--- config.mk ---
export PLATFORM = sky130hd
export DESIGN_NAME = exec_issue_ctrl
export DESIGN_NICKNAME = d
export VERILOG_FILES = /design/src/rtl/exec_unit_pkg.sv /design/src/rtl/reg_scoreboard.sv /design/src/rtl/exec_issue_ctrl.sv
export SDC_FILE = /design/constraint.sdc
export NUM_CORES = 1
export LEC_CHECK = 0
export CAP_MARGIN = 20
export CORE_MARGIN = 5
export CORE_UTILIZATION = 35
export CTS_CLUSTER_SIZE = 24
export DETAILED_ROUTE_END_ITERATION = 8
export SLEW_MARGIN = 20
export SYNTH_ARGS = -nofsm -noshare
export SYNTH_HDL_FRONTEND = slang
export SYNTH_SLANG_ARGS = --single-unit
--- constraint.sdc ---
create_clock -name clk -period 16.47 [get_ports clk]
set_input_delay 4.941 -clock clk [delete_from_list [all_inputs] [get_ports clk]]
set_output_delay 4.941 -clock clk [all_outputs]
set_load 0.005 [all_outputs]
--- src/rtl/exec_unit_pkg.sv ---
// +----------------------------------------------------------------------+
// | exec_unit_pkg: shared types for the execution unit issue path.      |
// | Rev 1.0                                                              |
// +----------------------------------------------------------------------+
`default_nettype none

package exec_unit_pkg;

  localparam int EXEC_PARAMS_W = 6;
  localparam int REG_IDX_W     = 5;

  typedef enum logic [1:0] {
    IDLE    = 2'd0,
    HELD    = 2'd1,
    BLOCKED = 2'd2
  } issue_state_t;

  typedef struct packed {
    logic [EXEC_PARAMS_W-1:0] params;
    logic [REG_IDX_W-1:0]     rs1;
    logic [REG_IDX_W-1:0]     rs2;
    logic [REG_IDX_W-1:0]     rd;
    logic                     rs1_used;
    logic                     rs2_used;
    logic                     rd_we;
    logic                     is_long;
  } issue_op_t;

endpackage

`default_nettype wire

--- src/rtl/reg_scoreboard.sv ---
// +----------------------------------------------------------------------+
// | reg_scoreboard: pending-write bits per register, set wins over clear.|
// | Rev 1.0                                                              |
// +----------------------------------------------------------------------+
`default_nettype none

module reg_scoreboard #(
  parameter int NUM_REGS = 32,
  parameter int IDX_W    = 5
) (
  input  logic                clk,
  input  logic                rst_n,
  input  logic                set_i,
  input  logic [IDX_W-1:0]    set_idx_i,
  input  logic                clr_i,
  input  logic [IDX_W-1:0]    clr_idx_i,
  output logic [NUM_REGS-1:0] sb_o,
  output logic [NUM_REGS-1:0] pend_o
);

  logic [NUM_REGS-1:0] sb_q;
  logic [NUM_REGS-1:0] sb_d;

  for (genvar i = 0; i < NUM_REGS; i++) begin : g_bit
    if (i == 0) begin : g_x0
      assign sb_d[i]   = 1'b0;
      assign pend_o[i] = 1'b0;
    end else begin : g_reg
      logic w_set;
      logic w_clr;
      assign w_set     = set_i && (set_idx_i == IDX_W'(i));
      assign w_clr     = clr_i && (clr_idx_i == IDX_W'(i));
      assign sb_d[i]   = w_set | (sb_q[i] & ~w_clr);
      // Same-cycle writeback already hides the bit from lookups.
      assign pend_o[i] = sb_q[i] & ~w_clr;
    end
  end

  always_ff @(posedge clk or negedge rst_n) begin
    if (!rst_n) begin
      sb_q <= '0;
    end else begin
      sb_q <= sb_d;
    end
  end

  assign sb_o = sb_q;

endmodule

`default_nettype wire

--- src/rtl/exec_issue_ctrl.sv ---
// +----------------------------------------------------------------------+
// | exec_issue_ctrl: single-entry issue buffer with RAW/WAW scoreboard.  |
// | Rev 1.0                                                              |
// +----------------------------------------------------------------------+
`default_nettype none

module exec_issue_ctrl
  import exec_unit_pkg::*;
#(
  parameter int PARAMS_W    = EXEC_PARAMS_W,
  parameter int NUM_REGS    = 32,
  parameter int STALL_CNT_W = 16
) (
  input  logic                   clk,
  input  logic                   rst_n,
  input  logic                   flush,
  input  logic                   dec_valid,
  output logic                   dec_ready,
  input  logic [PARAMS_W-1:0]    dec_params,
  input  logic [REG_IDX_W-1:0]   dec_rs1,
  input  logic [REG_IDX_W-1:0]   dec_rs2,
  input  logic [REG_IDX_W-1:0]   dec_rd,
  input  logic                   dec_rs1_used,
  input  logic                   dec_rs2_used,
  input  logic                   dec_rd_we,
  input  logic                   dec_long,
  output logic                   iss_valid,
  input  logic                   iss_ready,
  output logic [PARAMS_W-1:0]    iss_params,
  output logic [REG_IDX_W-1:0]   iss_rs1,
  output logic [REG_IDX_W-1:0]   iss_rs2,
  output logic [REG_IDX_W-1:0]   iss_rd,
  output logic                   iss_rd_we,
  input  logic                   wb_valid,
  input  logic [REG_IDX_W-1:0]   wb_rd,
  output logic [STALL_CNT_W-1:0] stall_count,
  output logic                   busy
);

  issue_state_t            state_q, state_d;
  issue_op_t               op_q, op_d;
  logic [STALL_CNT_W-1:0]  stall_q, stall_d;
  logic [NUM_REGS-1:0]     w_sb;
  logic [NUM_REGS-1:0]     w_pend;
  issue_op_t               w_dec_op;
  logic                    w_held;
  logic                    w_hazard;
  logic                    w_fire;
  logic                    w_accept;
  logic                    w_sb_set;

  assign w_dec_op = '{params:   dec_params,
                      rs1:      dec_rs1,
                      rs2:      dec_rs2,
                      rd:       dec_rd,
                      rs1_used: dec_rs1_used,
                      rs2_used: dec_rs2_used,
                      rd_we:    dec_rd_we,
                      is_long:  dec_long};

  assign w_held   = (state_q != IDLE);
  assign w_hazard = (op_q.rs1_used && w_pend[op_q.rs1]) ||
                    (op_q.rs2_used && w_pend[op_q.rs2]) ||
                    (op_q.rd_we    && w_pend[op_q.rd]);

  assign iss_valid = w_held && !w_hazard && !flush;
  assign w_fire    = iss_valid && iss_ready;
  assign dec_ready = !flush && (!w_held || w_fire);
  assign w_accept  = dec_valid && dec_ready;
  assign w_sb_set  = w_fire && op_q.rd_we && op_q.is_long;

  reg_scoreboard #(
    .NUM_REGS (NUM_REGS),
    .IDX_W    (REG_IDX_W)
  ) u_sb (
    .clk       (clk),
    .rst_n     (rst_n),
    .set_i     (w_sb_set),
    .set_idx_i (op_q.rd),
    .clr_i     (wb_valid),
    .clr_idx_i (wb_rd),
    .sb_o      (w_sb),
    .pend_o    (w_pend)
  );

  always_comb begin
    state_d = state_q;
    op_d    = op_q;
    stall_d = stall_q;
    if (flush) begin
      state_d = IDLE;
    end else if (w_accept) begin
      op_d    = w_dec_op;
      state_d = HELD;
    end else if (w_fire) begin
      state_d = IDLE;
    end else if (w_held) begin
      state_d = w_hazard ? BLOCKED : HELD;
    end
    if (w_held && w_hazard && !flush && (stall_q != '1)) begin
      stall_d = stall_q + STALL_CNT_W'(1);
    end
  end

  always_ff @(posedge clk or negedge rst_n) begin
    if (!rst_n) begin
      state_q <= IDLE;
      op_q    <= '0;
      stall_q <= '0;
    end else begin
      state_q <= state_d;
      op_q    <= op_d;
      stall_q <= stall_d;
    end
  end

  assign iss_params  = op_q.params;
  assign iss_rs1     = op_q.rs1;
  assign iss_rs2     = op_q.rs2;
  assign iss_rd      = op_q.rd;
  assign iss_rd_we   = op_q.rd_we;
  assign stall_count = stall_q;
  assign busy        = w_held || (|w_sb);

endmodule

`default_nettype wire

==> results of run 1 <==
## sequential cells by signal, summed over array words and instances, names as in the netlist
signal and flops:
iss_rs2 5, stall_count 16, iss_params 6, iss_rd 5, iss_rs1 5, op_q 3
iss_rd_we 1, state_q 2, u_sb.sb_o 31
## cell families after synthesis
| logic type | share of synthesized area, % |
|---|---|
| simple gates | 19.1 |
| flops | 39.9 |
| mux | 16.5 |
| compound gates | 13.6 |
| fa+ha+maj | 0.269 |
| xor+xnor | 3.58 |
| buf+inv | 7.03 |
## area by class of cell
type,instances,area (um^2)
clock buffer,12,267
sequential,74,1850
fill,1312,7470
timing repair buffer,78,793
inverter,6,22.5
multi-input combinational,324,2470
clock inverter,3,46.3
tap,176,220
## per-stage QoR
step / area, um^2 / worst slack [ns]
CTS: 5640 / 2.73
detailed placement: 5330 / 2.77
global placement: 5330 / 2.62
global route: 5670 / 2.27
floorplan: 4640 / 4.22
finish: 5670 / 2.62
## cell usage in the layout (no fill, tap or decap), drive strengths merged, types with 5 or more instances in the layout
cell type / count
and3: 6
clkbuf: 12
clkdlybuf4s50: 75
dfrtp: 74
inv: 7
mux2: 30
mux2i: 24
mux4: 5
nand2: 18
nand2b: 13
nand3: 9
nand4: 20
nand4b: 6
nor2: 9
nor2b: 6
nor3: 10
nor4: 10
o211ai: 6
o21ai: 64
or3: 5
or4: 5
xnor2: 15
## power breakdown
group,switching [uW],internal (uW)
Clock,75.6,129
Combinational,152,205
Sequential,120,226
## worst register-to-register path: stages (launching register included)
cell and delay, ns:
dfrtp_1 1.05, xor2_1 0.40, o311ai_0 0.46, o41ai_1 0.16, nor4_1 0.24, a31oi_1 0.15
a2111oi_2 0.42, nand4_1 0.17, buf_4 0.24, o41a_2 0.76, mux2_4 0.44
## per-layer routing
layer	wire, um	track usage [%]
met1	6470	24.8
met2	6430	27.9
met3	1080	4.82
met4	501	8.23
met5	0	0
## final timing paths
kind / start / endpoint / slack [ns] / cells past startpoint
hold / removal: stall_count[13] / stall_count[13] / 0.49 / 1
min in group asynchronous: rst_n / iss_params[0] / 4.50 / 1
setup reg to reg: iss_rs2[0] / iss_rs1[3] / 11.87 / 10
max in group asynchronous: rst_n / u_sb.sb_o[6] / 11.42 / 2
hold reg to reg: stall_count[13] / stall_count[13] / 0.49 / 1
setup / recovery: wb_rd[2] / dec_ready / 2.62 / 12
==> run summary, run 1 <==
The total instance count after detailed placement came out at about 660. The clock transition at the registers of the reported paths is roughly 0.060 ns. The async set or reset register ratio after synthesis is 100%.

The run finished with clean final reports. The number of top-level pins came out at 77. By instance count, the leading cell after synthesis is dfrtp_1. The detailed-route vias per instance came out at between 5 and 6. The worst-case headroom to the max-slew limit came out at around 28%. Summed over all cells, the static leakage comes to 0.00226 uW. The core outline area is ~0.013 mm^2. The setup total negative slack is 0 ns. The portion of the clock cycle consumed by the worst path in the final layout is between 80% and 90%. The cell with the largest stage delay on the worst path is o311ai_0.

The starting density of the core is 35.3%. The area enclosed by the die boundary came out at around 0.016 mm^2. In this run, CTS created clock tree buffers numbering 9. Traced cell by cell, the critical path runs through clkdlybuf4s50_1, or4b_4, o311ai_0, o211ai_1, nand4b_1, a221oi_1, a2111oi_2, nand4_1, buf_4, o21ai_0, nor2b_1, clkdlybuf4s50_1.

The cell class contributing the biggest share of worst-path delay is compound AO/OA/AOI/OAI gates. The required time of the worst setup path is ~12 ns. Counting stages on the worst path, the most repeated cell is clkdlybuf4s50_1. In the final layout, the share of cells above drive strength 1 is about an eighth. The worst stage delay on the critical path came out at approximately 0.67 ns. The number of pins exceeding their max-slew limit in the final report came to 0. Counting both buffers and inverters, the worst setup path holds a total of 3. The number of gates given a new drive strength after cts came out at 0. The worst setup path is launched from an input pin.

Compared with the post-synthesis result, the final layout area differs by 22.0%. By startpoint and endpoint, the worst setup path is classified as input pin to output pin. The pin count of the biggest net entering global routing came out at 75. The width of the die came out at 125 um. The die is roughly 130 um tall. For the pin with the worst max-slew slack, the measured transition is approximately 1.1 ns. The number of hold buffers added after CTS came out at 0. The hold violation total from the final report is 0. The max-cap violation count is 0. The ratio of total power to cell area is around 160 mW/mm^2.

The count of yosys warnings during synthesis is 0. The final layout contains routed wiring with a total length of about 14000 um. The via count is 3955. The placer congestion estimate is just over 0.9. The register bit total from synthesis came out at 74.

The number of sinks on the clock net is 74. The number of cells produced by synthesis came out at 456. The global-route wire length before repair is approximately 23000 um. The DRC violation total after the first TritonRoute iteration came out at between 300 and 400.

The total of buffers placed on input and output ports is between 70 and 80. The average wire per standard cell came out at between 20 and 25 um. Setup repair after global routing left no endpoint under its margin. TritonCTS built the clock tree. The final setup violation count is 0. Counting every net in the synthesized netlist gives a little under 500.

Leaving out filler cells and counting taps, the final layout contains just under 700. The buffer depth of the longest clock path is 2. By count the netlist is led by dfrtp_1, o21ai_0, mux2i_1.

Summed over all instances, the cell type with the most area after synthesis is dfrtp_1. The count of nets after finishing came out at 530. The clock period minus worst slack came out at approximately 14 ns. After detailed routing, the number of remaining DRC violations is 0. The number of global-route vias before repair came to around 4000. The post-CTS setup-driven buffer insertion count came out at 0.

The post-route clock skew came out at between 0.009 and 0.01 ns. STA puts the critical path data arrival time at just under 9 ns. The path class of the tightest hold or removal check is flip-flop to flip-flop. The number of antenna violations at the first check in global routing came out at 0. Across all hold checks on the routed design, the worst slack comes to 0.487 ns.

The total overflow reported by the global router came out at 0. In this run the cell area of the synthesized design comes to between 0.004 and 0.005 mm^2. Sequential elements use between 30% and 40% of the synthesized area. The clock reaches the later pin of the worst-skew pair after about 0.34 ns. The fraction of the core area covered by cells at the end of the flow is 43.1%. The top-area cell type share of the netlist area came out at roughly two fifths. The H-tree was split into 3 levels. The total number of placement rows is 42. Summed over all nets, the half-perimeter wirelength after detailed placement is about 10000 um. Yosys attributes the largest share of cell area to dfrtp_1, mux2_4, o21ai_0. The cell chosen for the clock root is clkbuf_16. Counting flops with a built-in enable in the synthesized netlist gives 0. The biggest fanout along the worst timing path is 24. The global routing usage summed across all routing layers is 18.4%. The total power consumption of the routed design is a little over 900 uW. The remaining antenna violation count came out at 0. The number of antenna repair diodes is 0. For this run, the detailed router's first-pass iteration total came to 5. The maximum VDD drop came out at just under 0.09 mV. The endpoint kind of the worst setup timing path is an output pin. The count of unique library cells instantiated by Yosys came out at between 60 and 70. The mean instance size in the synthesized netlist came out at slightly above 10 um^2. The maximum operating frequency is between 70 and 80 MHz. Among all flip-flop cells after synthesis, the most frequent one is dfrtp_1.
No activity file was read; power rests on OpenSTA's default activity.
==> run 2, diff against run 1 <==
==> constraint.sdc (replaced) <==
create_clock -name clk -period 13.3 [get_ports clk]
set_input_delay 3.99 -clock clk [delete_from_list [all_inputs] [get_ports clk]]
set_output_delay 3.99 -clock clk [all_outputs]
set_load 0.005 [all_outputs]
==> run 2 against run 1 <==
Non-clock buffer count stayed put. Cell count is 0.15% higher. Worst hold slack better by 0.011 ns. Core utilization hardly changed. Die area stayed put. Clock skew is 0.00069 ns higher. Critical path depth stayed put. Total power is 23% higher. Largest cell class unchanged.
==> run summary, run 2 (synthesis results as in run 1) <==
For this run, the number of standard cells in the final layout without fillers is 674. The area enclosed by the die boundary is around 0.016 mm^2. The tree is rooted in a clkbuf_16. The maximum operating frequency came out at 84.8 MHz. The register with the most flip-flops in the layout has 31 of them.

After floorplanning, the core was sized to cover approximately 0.013 mm^2. The detailed-route vias per instance is 5.90. Setup repair after global routing left no endpoint under its margin. The CTS tree is built. The worst slack at placement is about 1.7 ns. Relative to the synthesized area, the layout overhead comes to 22.0%. The top cell types in the final layout, fill and taps aside, are clkdlybuf4s50_1, dfrtp_1, o21ai_0. The post-CTS setup-driven buffer insertion count is 0. The total of buffers placed on input and output ports came out at 76. The share of post-route cells with drive strength above 1 came out at roughly 13%. The buffer depth of the longest clock path is 2. The number of sinks on the clock net is 74. The kind of start point of the critical path is an input pin. The number of global-route vias before repair came out at a little under 4000. Data on the critical path arrives at its endpoint at 7.80 ns. By startpoint and endpoint, the worst setup path is classified as input pin to output pin.

The number of hold buffers added after CTS was 0. The global routing usage summed across all routing layers is around 18%. The proportion of power drawn by flip-flops and latches came out at between 30 and 40%. The number of antenna violations at the first check in global routing was 0. After clock tree synthesis, the clock-pin slew on the worst setup and hold paths is about 0.070 ns. The number of top-level pins is 77.

Leaving out fill and tap cells, the most frequent cell in the layout is clkdlybuf4s50_1. The ratio of total power to cell area is about 200 mW/mm^2. The run finished with clean final reports. The post-route clock skew is ~0.01 ns. The net switching power came out at ~440 uW.

The portion of the clock cycle consumed by the worst path in the final layout came out at about nine tenths. The DRC violation total after the first TritonRoute iteration is between 400 and 500. The TritonCTS buffer count is 9.

The number of antenna repair diodes came out at 0. The setup slack of the critical path after layout is 1.51 ns. The power share of the clock group is around 23%.

The average wire per standard cell came out at approximately 21 um. Entering global routing, the biggest net connects 75 pins. The path type of the worst min-delay path is flip-flop to flip-flop. The static power due to leakage is 0.00226 uW. The number of pins exceeding their max-slew limit in the final report was 0. The internal power of the cells came out at between 600 and 700 uW.

Summed over all layers, the global routing overflow is 0. The count of nets after finishing is 530. Setup violations remaining at the end of the flow were counted as 0. The setup total negative slack is 0 ns. The biggest fanout along the worst timing path is 24. The H-tree depth came out at 3. After clock tree synthesis, the repair step resized 0 gates. Summed over all layers, the routed wires come to approximately 14000 um.

The total instance count after detailed placement is ~660. The combinational share of power is between 30% and 40%. STA classifies the critical path endpoint as an output pin. Across the run, the number of max-cap violations was 0. The switching share of power came out at 39.0%.

STA puts the critical path data required time at 9.31 ns. The starting density of the core came out at roughly 35%. The placed wire-length estimate came out at 10100 um. The width of the die came out at 125 um. The clock period minus worst slack is roughly 12 ns. The remaining antenna violation count is 0. The global-route wire length before repair came out at between 20000 and 25000 um. The height of the die came out at between 100 and 150 um. Cells fill a little over two fifths of the core in the end.

The total number of placement rows came out at between 40 and 50. The maximum VDD drop came out at approximately 0.084 mV. The via count is slightly below 4000.

The placer congestion estimate is 1.02. For the pin with the worst max-slew slack, the measured transition is around 0.97 ns. At the later pin of the worst-skew pair, clock insertion delay measures 0.35 ns. In the routed design, unresolved DRC markers number 0. Before antenna repair, the detailed router went through 5 iterations. The hold violation total from the final report came out at 0. The worst pin sits at a relative slew slack of between 30 and 40%.
run 2: cell types whose count changed in the layout (fill, tap and decap cells not counted), sizes merged:
cell / delta
clkinv: +1
clkbuf: -3
inv: +3
run 2: final cells by class:
| cell class | count | area (um^2) |
|---|---|---|
| Timing Repair Buffer | 78 | 793 |
| Clock inverter | 7 | 83.8 |
| Tap cell | 176 | 220 |
| Clock buffer | 9 | 225 |
| Fill cell | 1299 | 7470 |
| Sequential cell | 74 | 1850 |
| Multi-Input combinational cell | 324 | 2470 |
| Inverter | 6 | 22.5 |
run 2: layer usage:
| layer | wire length [um] | share of wire, % | track usage, % |
|---|---|---|---|
| met1 | 6360 | 45 | 25.3 |
| met2 | 6070 | 43 | 25.8 |
| met3 | 1110 | 7.8 | 4.95 |
| met4 | 544 | 3.9 | 8.48 |
| met5 | 0 | 0 | 0 |
run 2: critical path: stages:
cell	delay, ns
clkdlybuf4s50_1	0.58
or4b_4	0.65
o311ai_0	0.61
o211ai_1	0.19
nand4b_1	0.14
a221oi_1	0.07
a2111oi_2	0.33
nand4_1	0.16
buf_4	0.23
o21ai_0	0.18
nor2b_1	0.15
clkdlybuf4s50_1	0.51
run 2: final timing paths:
check | start | endpoint | slack (ns) | cells after the start
worst max-delay path | wb_rd[2] | dec_ready | 1.51 | 12
worst min-delay path | stall_count[13] | stall_count[13] | 0.50 | 1
worst max register to register | iss_rs2[0] | op_q[3] | 8.83 | 10
worst min register to register | stall_count[13] | stall_count[13] | 0.50 | 1
max in group asynchronous | rst_n | u_sb.sb_o[7] | 9.20 | 2
min in group asynchronous | rst_n | u_sb.sb_o[10] | 3.53 | 1
run 2: power groups by stage:
| stage | combinational [uW] | clock (uW) | sequential (uW) |
|---|---|---|---|
| 6_report | 442 | 251 | 425 |
| 5_1_grt | 475 | 272 | 438 |
| 4_1_cts | 442 | 261 | 424 |
| 3_5_place_dp | 439 | 0 | 427 |
| 3_3_place_gp | 440 | 0 | 424 |
| 2_1_floorplan | 373 | 0 | 327 |
run 2: per-stage QoR:
step | instance area, um^2 | hold WS [ns] | total power, uW
4_1_cts | 5640 | 0.499 | 1130
3_3_place_gp | 5330 | 0.479 | 864
6_report | 5660 | 0.497 | 1120
5_1_grt | 5660 | 0.515 | 1190
2_1_floorplan | 4640 | 0.480 | 700
3_5_place_dp | 5330 | 0.483 | 866
